File: src/rtl/adc_spi_reader.sv
// adc_spi_reader: SPI master that repeatedly reads NBITS-bit words from an ADC (CPOL=0, MSB first).
module adc_spi_reader #(
    parameter int SCK_HALF = 2,
    parameter int NBITS    = 16,
    parameter int GAP      = 4
) (
    input  logic        clk_100,
    input  logic        reset,
    input  logic        start,
    input  logic        miso,
    output logic        sck,
    output logic        cs_n,
    output logic [15:0] data_out,
    output logic        data_valid,
    output logic        busy
);
    typedef enum logic [1:0] {S_IDLE, S_SETUP, S_SHIFT, S_GAP} state_t;

    state_t      state_q, state_d;
    logic [3:0]  cnt_q, cnt_d;
    logic [4:0]  bit_q, bit_d;
    logic [15:0] shreg_q, shreg_d;
    logic [15:0] data_q, data_d;
    logic        sck_q, sck_d;
    logic        cs_n_q, cs_n_d;
    logic        valid_q, valid_d;
    logic        half_done, gap_done;

    assign half_done  = cnt_q == 4'(SCK_HALF - 1);
    assign gap_done   = cnt_q == 4'(GAP - 1);
    assign sck        = sck_q;
    assign cs_n       = cs_n_q;
    assign data_out   = data_q;
    assign data_valid = valid_q;
    assign busy       = !cs_n_q;

    always_comb begin
        state_d = state_q;
        cnt_d   = cnt_q + 4'd1;
        bit_d   = bit_q;
        shreg_d = shreg_q;
        data_d  = data_q;
        sck_d   = sck_q;
        cs_n_d  = cs_n_q;
        valid_d = 1'b0;
        case (state_q)
            S_IDLE: begin
                cnt_d = '0;
                if (start) begin
                    state_d = S_SETUP;
                    cs_n_d  = 1'b0;
                    bit_d   = '0;
                    shreg_d = '0;
                end
            end
            S_SETUP, S_SHIFT: begin
                // A completing frame wins over a simultaneous start drop
                if (half_done && !sck_q && bit_q == 5'(NBITS)) begin
                    state_d = S_GAP;
                    cs_n_d  = 1'b1;
                    cnt_d   = '0;
                    data_d  = shreg_q;
                    valid_d = 1'b1;
                end else if (!start) begin
                    state_d = S_GAP;
                    cs_n_d  = 1'b1;
                    sck_d   = 1'b0;
                    cnt_d   = '0;
                end else if (half_done) begin
                    state_d = S_SHIFT;
                    cnt_d   = '0;
                    sck_d   = !sck_q;
                    if (!sck_q) begin
                        shreg_d = {shreg_q[14:0], miso};
                        bit_d   = bit_q + 5'd1;
                    end
                end
            end
            S_GAP: begin
                if (gap_done) begin
                    cnt_d   = '0;
                    state_d = start ? S_SETUP : S_IDLE;
                    cs_n_d  = !start;
                    bit_d   = '0;
                    shreg_d = '0;
                end
            end
            default: state_d = S_IDLE;
        endcase
    end

    always_ff @(posedge clk_100) begin
        if (reset) begin
            state_q <= S_IDLE;
            cnt_q   <= '0;
            bit_q   <= '0;
            shreg_q <= '0;
            data_q  <= '0;
            sck_q   <= 1'b0;
            cs_n_q  <= 1'b1;
            valid_q <= 1'b0;
        end else begin
            state_q <= state_d;
            cnt_q   <= cnt_d;
            bit_q   <= bit_d;
            shreg_q <= shreg_d;
            data_q  <= data_d;
            sck_q   <= sck_d;
            cs_n_q  <= cs_n_d;
            valid_q <= valid_d;
        end
    end
endmodule
File: config.mk
export PLATFORM = sky130hd
export DESIGN_NAME = adc_spi_reader
export DESIGN_NICKNAME = d
export VERILOG_FILES = /design/src/rtl/adc_spi_reader.sv
export SDC_FILE = /design/constraint.sdc
export NUM_CORES = 1
export LEC_CHECK = 0
export BUFFER_PORTS_ARGS = -buffer_cell sky130_fd_sc_hd__buf_2
export CAP_MARGIN = 20
export CORE_ASPECT_RATIO = 1.75
export CORE_UTILIZATION = 45
export DETAILED_ROUTE_END_ITERATION = 6
export GPL_TIMING_DRIVEN = 0
export PLACE_DENSITY = 0.69
export SETUP_SLACK_MARGIN = 0.02
export SLEW_MARGIN = 20
export SYNTH_ARGS = -nofsm -noshare
export SYNTH_HDL_FRONTEND = slang
export SYNTH_SLANG_ARGS = --single-unit
File: constraint.sdc
create_clock -name clk_100 -period 2.69 [get_ports clk_100]
set_clock_uncertainty 0.15 [all_clocks]
set_input_delay 0 -clock clk_100 [delete_from_list [all_inputs] [get_ports clk_100]]
set_output_delay 0 -clock clk_100 [all_outputs]
set_load 0.02 [all_outputs]
==> flow_summary.toml <==
[outcome]
status = "complete, no violations"

[worst_setup_path]
r2r_setup_slack_ns = 0.36
worstReg2RegStart = "state_q[0]"
path_buf_inv = 3
cp.depth = 7
max_stage_delay_ns = 0.42
critPathSlowestCell = "ha_1"
crit_chain = "inv_1 -> ha_1 -> inv_1 -> a31oi_2 -> clkbuf_1 -> o31ai_1 -> a221oi_1"
start_kind = "flip-flop"
arrival_ns = 2.37
r2r_cells = 7
critPathLaunch = "state_q[0]"
crit_type = "reg -> reg"
timing.rr.end = "bit_q[4]"
required_ns = 2.74
crit_top_cell = "inv_1"
crit_family = "compound AO/OA/AOI/OAI gates"
crit_path_end = "bit_q[4]"
crit_fanout = 10
cp-end-kind = "flip-flop"

[routing]
drc = 0
via_count = 1687
dr_wl_met2_um = 2287
via_per_inst = 5.661
postRouteAntennaNets = 0
wl_per_cell_um = 14.12
drt_first_pass_iters = 4
routed_wl_um = 4209
drtIter0Drc = 30
drt-met1-wl_um = 1651
dr_wl_met3_um = 113
top_layer = "met4"

[die]
core_mm2 = 0.004189
die_h_um = 90.40
start_util = 0.4797
ios = 24
row_count = 31
die_w_um = 52.52
die_area_mm2 = 0.004747

[timing]
final-setup-viol-count = 0
tightest_slew_ns = 0.5354
hold_viol_final = 0
fin_tns_setup_ns = 0
fin_crit_ns = 2.329
slew_violations = 0
rsz0062_at_grt = "false"
relSlewSlack = 0.6431
fin_crit_sh = 0.8660
max_freq_ghz = 0.4293

[clock_tree]
clk_path_buf_depth = 2
insertion_delay_ns = 0.30
cts_tree = "done"
post_cts_buffers = 0
cts_num_sinks = 46
htreeDepth = 2
clk_pin_slew_ns = 0.08
cts_buffers = 5
clock-root-buffer = "clkbuf_8"

[placed_design]
dp_hpwl_um = 3148
dp_cells = 288
gp_congestion = 0.8732
io_buffer_count = 22

[pwr]
p_per_area_mw_per_mm2 = 757.2
ir_drop_mv = 0.4399
power.leakage_nw = 0.9631

[global_route]
track_usage = 0.1948
grt_max_degree = 16
grt_pass1_vias = 1626
grt_overflow_total = 0
antenna_found_initial = 0
grt_pass1_wl_um = 6969

[hold_path]
hold_start = "start"
hold_class = "in -> reg"

[run]
max_cap_viol_count = 0

[layout]
multiInputGateArea_um2 = 997.2
drive_above_1_share = 0.1606
fillCellCount = 423
fin_util = 0.5469
area_growth_pct = 14.01
final_nets = 259
diodes = 0
finalNonFillerCells = 298
seq_area_um2 = 920.9

[yosys]
syn_area_mm2 = 0.002009
synth_flop_cell = "dfxtp_1"
synth_cell_types = 38
ys_async_sr_fraction = 0
synth-edff-count = 0
synthTopCellsByArea = "dfxtp_1, mux2i_1, a21oi_1, o21ai_0, ha_1"
avgSynthCellArea_um2 = 9.260
synth_fp_nets = 228
yosysSeqAreaShare = 0.4583
synth_top_cell_by_area = "dfxtp_1"
netlist_instances = 217
synth_top_area_frac = 0.4583
ys_seq_elements = 46
yosys_warnings = 0
-- metrics by stage --
stage	cell area, µm²	hold slack (ns)	total power, mW	setup slack [ns]
6_report	2291	0.03992	1.735	0.3605
5_1_grt	2291	0.08702	1.844	0.2081
4_1_cts	2291	0.03321	1.749	0.3398
3_5_place_dp	2181	0.1038	1.328	0.3666
3_3_place_gp	2181	0.09841	1.323	0.4623
2_1_floorplan	2009	-0.01894	1.162	0.7553
-- registers in the layout (all words and copies together) (netlist names) --
signal and cells:
bit_q 5, state_q 2, shreg_q 16, cs_n 1
cnt_q 4, data_valid 1, sck 1, data_out 16
-- cell usage after synthesis (all sizes together) (3+ instances only) --
cell     n
nor2    22
ha       7
nand4   11
dfxtp   46
a21oi   22
nand2    8
nand3    6
a221oi   4
or4      3
inv      9
o21ai   22
buf      4
clkbuf  10
mux2i   17
-- tightest hold or removal path: stages --
cell	delay (ns)
buf_2	0.16
a21oi_1	0.12
nand2b_1	0.10
a21oi_1	0.06
-- placed cells by master (no fill, tap or decap), types with 2 or more instances in the layout --
cell and instances:
dfxtp_1 46, buf_2 26, nor2_1 22, a21oi_1 22, o21ai_0 21, mux2i_1 17, nand4_1 11, clkbuf_1 10
inv_1 9, nand2_1 8, ha_1 7, nand3_1 6, clkbuf_8 5, a221oi_1 4, or4_1 3, nor3b_1 2
nand2b_1 2, o31ai_1 2, dlygate4sd3_1 2
-- kinds of logic after synthesis --
| kind of cell | share of synthesized area |
|---|---|
| AO/OA/AOI/OAI | 0.1706 |
| XOR/XNOR | 0.008719 |
| adder cells (fa/ha/maj) | 0.04358 |
| buffers and inverters | 0.04546 |
| flip-flops | 0.4583 |
| multiplexers | 0.08468 |
| AND/OR/NAND/NOR | 0.1887 |
-- how the worst min path moves through the flow --
stage	end	slack, ns	cells past startpoint
after floorplan	cs_n	-0.02	2
after global placement	shreg_q[0]	0.1	3
after detailed placement	shreg_q[0]	0.10	3
after CTS	sck	0.03	4
after global routing	sck	0.09	4
final	sck	0.04	4
-- power by group --
group          switching (mW)  internal [mW]  leakage (nW)
Sequential             0.0199          0.707         0.371
Combinational           0.416          0.170         0.548
Clock                   0.239          0.183        0.0441
-- area by class of cell --
class | instances | area share
Multi-Input combinational cell | 148 | 0.4353
Sequential cell | 46 | 0.4020
Timing Repair Buffer | 24 | 0.05680
Clock buffer | 5 | 0.03004
Tap cell | 49 | 0.02676
Buffer | 14 | 0.02512
Inverter | 9 | 0.01475
Clock inverter | 3 | 0.009285
-- metal layers --
metal / GRT usage / vias to the layer above
met4: 0.1140 / 0
met1: 0.1962 / 799
li1: - / 843
met5: 0 / -
met3: 0.03030 / 13
met2: 0.3513 / 32
-- what timing repair did --
| item | 4_1_cts | 5_1_grt |
|---|---|---|
| resized for setup | 0 | 0 |
| hold buffers | 2 | 0 |
| hold endpoints to repair | 8 | 0 |
No activity file was read; power rests on OpenSTA's default activity.
